## config.mk

```make
export PLATFORM = sky130hd
export DESIGN_NAME = mmio_uart_tx
export DESIGN_NICKNAME = d
export VERILOG_FILES = /design/src/rtl/mmio_uart_tx.sv
export SDC_FILE = /design/constraint.sdc
export NUM_CORES = 1
export LEC_CHECK = 0
export BUFFER_PORTS_ARGS = -buffer_cell sky130_fd_sc_hd__buf_2
export CELL_PAD_IN_SITES_DETAIL_PLACEMENT = 1
export CELL_PAD_IN_SITES_GLOBAL_PLACEMENT = 1
export CORE_ASPECT_RATIO = 0.8
export CORE_UTILIZATION = 41
export CTS_CLUSTER_SIZE = 14
export DETAILED_ROUTE_END_ITERATION = 10
export PLACE_DENSITY = 0.89
export SLEW_MARGIN = 20
export SYNTH_ARGS = -nofsm -noshare
export SYNTH_HDL_FRONTEND = slang
export SYNTH_SLANG_ARGS = --single-unit
```

## constraint.sdc

```tcl
create_clock -name clk -period 6.49 [get_ports clk]
set_input_delay 0.9735 -clock clk [delete_from_list [all_inputs] [get_ports clk]]
set_output_delay 0.9735 -clock clk [all_outputs]
set_load 0.03 [all_outputs]
```

## src/rtl/mmio_uart_tx.sv

```systemverilog
// rtl/mmio_uart_tx.sv - MMIO 8N1 UART transmitter with TX FIFO; macro UART_TX_IRQ_EN adds irq output and CTRL.ie
// Register window: BASE+0 TXDATA, BASE+4 STATUS, BASE+8 CTRL; readdata/hit are combinational.
module mmio_uart_tx #(
    parameter int          CLKS_PER_BIT = 16,
    parameter int          FIFO_DEPTH   = 4,
    parameter logic [31:0] BASE_ADDR    = 32'hFFFF_FF00
) (
    input  logic        clk,
    input  logic        reset,
    input  logic [31:0] adr,
    input  logic [31:0] writedata,
    input  logic        memwrite,
    output logic [31:0] readdata,
    output logic        hit,
    output logic        txd
`ifdef UART_TX_IRQ_EN
    ,
    output logic        irq
`endif
);

    localparam int AW = $clog2(FIFO_DEPTH);
    localparam int CW = AW + 1;
    localparam int TW = $clog2(CLKS_PER_BIT);

    localparam logic [1:0] S_IDLE  = 2'd0;
    localparam logic [1:0] S_START = 2'd1;
    localparam logic [1:0] S_DATA  = 2'd2;
    localparam logic [1:0] S_STOP  = 2'd3;

    logic [7:0]    mem [FIFO_DEPTH];
    logic [AW-1:0] wptr;
    logic [AW-1:0] rptr;
    logic [CW-1:0] count;
    logic          ovf;
    logic          en;
    logic [1:0]    state;
    logic [2:0]    bitcnt;
    logic [TW-1:0] tick;
    logic [7:0]    shreg;

    logic full, empty, busy, tick_end;
    logic sel_tx, sel_st, sel_ct;
    logic wr_tx, push, over, pop, clr_ovf;

    assign hit    = (adr[31:4] == BASE_ADDR[31:4]) && (adr[3:2] != 2'b11);
    assign sel_tx = hit && (adr[3:2] == 2'd0);
    assign sel_st = hit && (adr[3:2] == 2'd1);
    assign sel_ct = hit && (adr[3:2] == 2'd2);

    assign full     = (count == CW'(FIFO_DEPTH));
    assign empty    = (count == '0);
    assign busy     = (state != S_IDLE);
    assign tick_end = (tick == TW'(CLKS_PER_BIT - 1));

    // A store to a full FIFO is dropped even if a pop frees a slot this cycle.
    assign wr_tx   = memwrite && sel_tx;
    assign push    = wr_tx && !full;
    assign over    = wr_tx && full;
    assign pop     = (state == S_IDLE) && en && !empty;
    assign clr_ovf = memwrite && sel_st && writedata[4];

    logic unused_bits;
    assign unused_bits = ^{adr[1:0], writedata[31:8]};

    always_ff @(posedge clk) begin
        if (push)
            mem[wptr] <= writedata[7:0];
    end

    always_ff @(posedge clk) begin
        if (reset) begin
            wptr  <= '0;
            rptr  <= '0;
            count <= '0;
        end else begin
            if (push)
                wptr <= wptr + 1'b1;
            if (pop)
                rptr <= rptr + 1'b1;
            case ({push, pop})
                2'b10:   count <= count + 1'b1;
                2'b01:   count <= count - 1'b1;
                default: count <= count;
            endcase
        end
    end

    // Set beats the W1C clear when both land in the same cycle.
    always_ff @(posedge clk) begin
        if (reset)
            ovf <= 1'b0;
        else if (over)
            ovf <= 1'b1;
        else if (clr_ovf)
            ovf <= 1'b0;
    end

`ifdef UART_TX_IRQ_EN
    logic ie;

    always_ff @(posedge clk) begin
        if (reset) begin
            en <= 1'b0;
            ie <= 1'b0;
        end else if (memwrite && sel_ct) begin
            en <= writedata[0];
            ie <= writedata[1];
        end
    end

    always_ff @(posedge clk) begin
        if (reset)
            irq <= 1'b0;
        else
            irq <= ie && empty && !busy;
    end
`else
    always_ff @(posedge clk) begin
        if (reset)
            en <= 1'b0;
        else if (memwrite && sel_ct)
            en <= writedata[0];
    end
`endif

    // txd is loaded with the level of the state being entered, so the line
    // changes on the same edge as the state register.
    always_ff @(posedge clk) begin
        if (reset) begin
            state  <= S_IDLE;
            txd    <= 1'b1;
            bitcnt <= '0;
            tick   <= '0;
            shreg  <= '0;
        end else begin
            case (state)
                S_IDLE: begin
                    txd <= 1'b1;
                    if (pop) begin
                        shreg  <= mem[rptr];
                        tick   <= '0;
                        bitcnt <= '0;
                        state  <= S_START;
                        txd    <= 1'b0;
                    end
                end
                S_START: begin
                    if (tick_end) begin
                        tick  <= '0;
                        state <= S_DATA;
                        txd   <= shreg[0];
                    end else begin
                        tick <= tick + 1'b1;
                    end
                end
                S_DATA: begin
                    if (tick_end) begin
                        tick <= '0;
                        if (bitcnt == 3'd7) begin
                            state <= S_STOP;
                            txd   <= 1'b1;
                        end else begin
                            shreg  <= {1'b0, shreg[7:1]};
                            txd    <= shreg[1];
                            bitcnt <= bitcnt + 1'b1;
                        end
                    end else begin
                        tick <= tick + 1'b1;
                    end
                end
                S_STOP: begin
                    if (tick_end) begin
                        tick  <= '0;
                        state <= S_IDLE;
                        txd   <= 1'b1;
                    end else begin
                        tick <= tick + 1'b1;
                    end
                end
                default: begin
                    state <= S_IDLE;
                    txd   <= 1'b1;
                end
            endcase
        end
    end

    always_comb begin
        readdata = '0;
        if (hit) begin
            case (adr[3:2])
                2'd1: begin
                    readdata[1] = full;
                    readdata[2] = empty;
                    readdata[3] = busy;
                    readdata[4] = ovf;
`ifdef UART_TX_IRQ_EN
                    readdata[5] = irq;
`endif
                end
                2'd2: begin
                    readdata[0] = en;
`ifdef UART_TX_IRQ_EN
                    readdata[1] = ie;
`endif
                end
                default: readdata = '0;
            endcase
        end
    end

endmodule

```

==> metrics.txt, run 1 <==
Pwr Total=903 µW; total track usage=0.179; filler instances=approximately 770; Clk pin slew, worst setup/hold paths=roughly 70 ps; cts bufs inserted=9; share of the yosys chip area belonging to registers=0.513; drt via density=5.20; Die X=about 100 µm; post-CTS setup buffers=0; # port buffers=47; die area=7680 µm²; net switching power=278 µW; Sw Ratio=0.308; Yosys top cell by area=edfxtp_1; Pins Over Slew Limit=0; asr flop ratio synth=0; Worst Clk Skew=8.02 ps; clock tree sinks=roughly 60; final antenna-violating net count=0; first-pass GRT wire length=approximately 11,000 µm; Area Growth Syn to Fin=12.7%; initial antenna violation count=0; Fin. Hold Viols=0; vias in the first global route=roughly 2,200; CTS Buffer Depth=2; Final nets=391; Synth Warn #=0; Worst Path Arrival=between 3000 and 4000 ps; HP Class=register to register; Resized Gates After CTS=0; #FFs+latches synth=61; Util after Layout=0.484; Leakage Power=1.28 nW; # IOs=101; violated checks=DRC; Pint=626 µW; combinational share of power=0.170; gpl congestion=approximately 0.76; H-tree depth=3; post-cts hold buffer count=0; FP Rows=27; min Tclk post-route=about 4000 ps; crit end category=output port; TritonCTS clock tree=done; setup tns final=0 ps; initial DRC count=between 50 and 60; commonest cells in the netlist=edfxtp_1 (32), dfxtp_1 (29), buf_4 (27); status=finished with violations; crit share post-route=0.621; Crit Path Max Fanout=6; largest net degree at the start of global routing=32; count of final setup violators=0; WL final=6580 µm; Initial Util=0.430; number of max-cap violations=0; Slew Limit Headroom=0.419; sequential fraction of design power=0.491; Remaining DRCs=7; largest cells by area after synthesis=edfxtp_1 (32%), dfxtp_1 (19%), buf_4 (6.7%); core box area=approximately 7000 µm²; total gr overflow=0; distinct cell type count after synthesis=49; number of enable flip-flop cells after synthesis=32; Power Dens Cells=267 nW/µm²; WS Path Type=input port to output port; clock root buffer=clkbuf_8; Max Fclk=about 250 MHz; ratio of cells with drive above 1 in the final layout=0.254; worst vdd ir=around 0.16 mV; first-pass iteration count of the detailed router=9; CP required=5520 ps; n_diodes=0; RSZ-0062 raised after global routing=no; detailed-route via count=2,091; Post-DP HPWL=4860 µm; Clock Latency Late Sink=~330 ps; most frequently used flop master after synthesis=edfxtp_1; startpoint types=input port; Cells after Synth=262; most frequent cell after synthesis=edfxtp_1; Clock power frac=0.339; mapped cell area=3010 µm²; Routed WL per cell=16.4 µm; Die Y=78.6 µm; Avg Cell Area, Syn=11.5 µm²; area share of the largest cell type after synthesis=0.320; Slew @ Worst Pin=858 ps
## cell usage in the layout, fill, tap and decap left out, types with 5 or more instances in the layout
cell type and count:
clkbuf_8 9, ha_1 13, inv_1 12, conb_1 27, mux2i_1 9, nand4_1 5, dfxtp_1 29, mux4_2 8
nand2_1 14, a211oi_1 9, and2_1 5, a21oi_1 12, nor2_1 23, buf_2 47, edfxtp_1 32
## logic make-up (layout without fill, tap and decap cells)
kind of cell / after synthesis / after routing / share of synthesized area
compound gates: 34 / 34 / 0.0766
xor+xnor: 4 / 4 / 0.0117
fa+ha+maj: 14 / 14 / 0.0608
buf+inv: 50 / 77 / 0.0990
flops: 61 / 61 / 0.513
mux: 18 / 18 / 0.0936
other cells: 1 / 27 / 0.00125
simple gates: 80 / 80 / 0.144
## worst max-delay path, cell delays in order
cell and delay (ps):
buf_2 90, or4b_1 510, or4_4 580, or2_2 390
nor3_1 260, buf_2 260
## state kept, by name (all words and copies together), names as in the netlist, named ones only
register	cells
mem	32
shreg	8
tick	4
bitcnt	3
count	3
rptr	2
state	2
wptr	2
en	1
ovf	1
txd	1
## metrics by stage
step / instances / setup WS, ps / instance area (µm²) / hold WS, ps
floorplan: 288 / 2330 / 3100 / 436
global placement: 385 / 2440 / 3200 / 441
detailed placement: 385 / 2450 / 3200 / 449
CTS: 401 / 2440 / 3380 / 459
global route: 402 / 2380 / 3390 / 503
finish: 402 / 2460 / 3390 / 459
## routing by layer
layer,GRT usage,part of all wire,up-vias
met1,0.194,0.41,1029
li1,-,-,989
met2,0.338,0.54,69
met4,0.0424,0.0058,0
met5,0,0,-
met3,0.0588,0.048,4
## power groups by stage
| stage | Sequential, mW | Combinational, mW | Clock, mW |
|---|---|---|---|
| 3_3_place_gp | 0.450 | 0.141 | 0 |
| 3_5_place_dp | 0.452 | 0.149 | 0 |
| 5_1_grt | 0.447 | 0.170 | 0.327 |
| 2_1_floorplan | 0.452 | 0.120 | 0 |
| 6_report | 0.443 | 0.153 | 0.307 |
| 4_1_cts | 0.444 | 0.151 | 0.314 |
## path summary, 6_finish.rpt
kind / to / slack (ps) / from / depth (start not counted)
max: readdata[4] / 2460 / adr[6] / 6
min: bitcnt[1] / 460 / bitcnt[1] / 2
max reg2reg: count[2] / 3550 / state[0] / 10
min reg2reg: bitcnt[1] / 460 / bitcnt[1] / 2
## cell type report
type                    count  area, µm²  area share
flip-flops and latches     61       1540       0.455
repair buffers             48        243      0.0717
well taps                  87        109      0.0321
inverters                  13       48.8      0.0144
clock buffers               9        124      0.0366
clock inverters             7       56.3      0.0166
multi-input cells         177       1260       0.373
No activity file was read; power rests on OpenSTA's default activity.
==> run 2: changes to the inputs <==
CORE_UTILIZATION = 35   (was 41)
PLACE_DENSITY = 0.81   (was 0.89)
clock period = 3.7 ns   (was 6.49 ns; I/O delays follow)
==> run 2 against run 1 <==
First-iteration DRC count rose by 29%; critical endpoint unchanged; hold slack got worse by 28 ps; critical path type unchanged; global-route usage is 3.2 points lower; register-to-register slack lost 2700 ps; the run now ends clean; highest routed layer unchanged; worst setup slack worse by 1900 ps; largest power group unchanged.
==> metrics.txt, run 2 (synthesis results as in run 1) <==
drt via density=4.91; Clk pin slew, worst setup/hold paths=approximately 70 ps; Pins Over Slew Limit=0; Util after Layout=0.419; n_diodes=0; detailed-route via count=2,075; final antenna-violating net count=0; HP Class=input port to register; Remaining DRCs=0; die area=8970 µm²; Placed Area=3230 µm²; most frequent cells in the layout=buf_2 (47), edfxtp_1 (32), dfxtp_1 (29), conb_1 (27), nor2_1 (23); Resized Gates After CTS=0; clock tree sinks=61; Max Fclk=roughly 320 MHz; met3 wire len=~270 µm; total track usage=0.147; Leakage Power=approximately 1.3 nW; Power Dens Cells=approximately 460 nW/µm²; first-pass GRT wire length=10,200 µm; Initial Util=0.370; vias in the first global route=between 2,000 and 2,500; core box area=8130 µm²; Final nets=391; TritonCTS clock tree=done; CP required=3140 ps; Slew Limit Headroom=0.381; Pint=roughly 1.1 mW; status=finished, final reports clean; Post-DP HPWL=4440 µm; Pwr Total=between 1.5 and 2 mW; FP Rows=29; total gr overflow=0; CTS Buffer Depth=2; highest routed layer=met4; first-pass iteration count of the detailed router=4; Worst Clk Skew=8.63 ps; ratio of cells with drive above 1 in the final layout=0.248; Sw Ratio=0.308; sequential fraction of design power=0.494; initial DRC count=67; number of max-cap violations=0; # port buffers=47; net switching power=486 µW; cts bufs inserted=9; initial antenna violation count=0; clock root buffer=clkbuf_8; setup tns final=0 ps; post-CTS setup buffers=0; Area Growth Syn to Fin=13.3%; most common cell after layout, fill and taps aside=buf_2; Largest register FFs=32; Slew @ Worst Pin=914 ps; crit end category=output port; H-tree depth=3; WL final=6000 µm; biggest regs=mem x32, shreg x8, tick x4; Worst Path Arrival=2620 ps; startpoint types=input port; min Tclk post-route=3170 ps; worst vdd ir=0.156 mV; Die X=between 100 and 150 µm; Die Y=84.9 µm; count of final setup violators=0; most flop-heavy register=mem; Routed WL per cell=around 14 µm; RSZ-0062 raised after global routing=no; # IOs=approximately 100; Crit Path Max Fanout=6; met1 wire length=roughly 2600 µm; Clock Latency Late Sink=340 ps; Fin. Hold Viols=0; design area=3410 µm²; WS Path Type=input port to output port; combinational share of power=0.171; Clock power frac=0.334; crit share post-route=0.858; routed length on met2=~3000 µm; post-cts hold buffer count=0; largest net degree at the start of global routing=32; gpl congestion=0.743
## run 2: cell type report
type,instances,area (µm²)
Clock buffer,9,124
Multi-Input combinational cell,177,1260
Sequential cell,61,1540
Tap cell,108,135
Timing Repair Buffer,48,243
Inverter,13,48.8
Clock inverter,7,50.0
Fill cell,938,4720
## run 2: power by group through the flow
stage / Combinational [mW] / Clock [mW] / Sequential, mW
global route: 0.300 / 0.571 / 0.786
global placement: 0.255 / 0 / 0.791
floorplan: 0.210 / 0 / 0.794
detailed placement: 0.273 / 0 / 0.794
CTS: 0.275 / 0.537 / 0.780
finish: 0.270 / 0.527 / 0.779
## run 2: per-stage QoR
step | setup slack (ps) | std cells | hold slack, ps
floorplan | 376 | 288 | 436
global placement | 489 | 407 | 443
detailed placement | 424 | 407 | 457
CTS | 535 | 423 | 415
global route | 494 | 423 | 422
finish | 526 | 423 | 431
## run 2: worst paths after layout
check / from / endpoint / slack [ps] / cells past startpoint
min reg2reg: shreg[7] / shreg[7] / 460 / 2
min: writedata[3] / mem[0][3] / 430 / 1
max: adr[6] / readdata[4] / 530 / 6
max reg2reg: state[0] / count[2] / 860 / 10
## run 2: critical path, stage by stage
cell,delay [ps]
buf_2,90
or4b_1,500
or4_4,570
or2_2,380
nor3_1,260
buf_2,250
## run 2: routing by layer
| metal | vias up | global-route usage |
|---|---|---|
| met4 | 0 | 0.0543 |
| met2 | 60 | 0.266 |
| met5 | - | 0 |
| met3 | 10 | 0.0476 |
| met1 | 1017 | 0.163 |
| li1 | 988 | - |
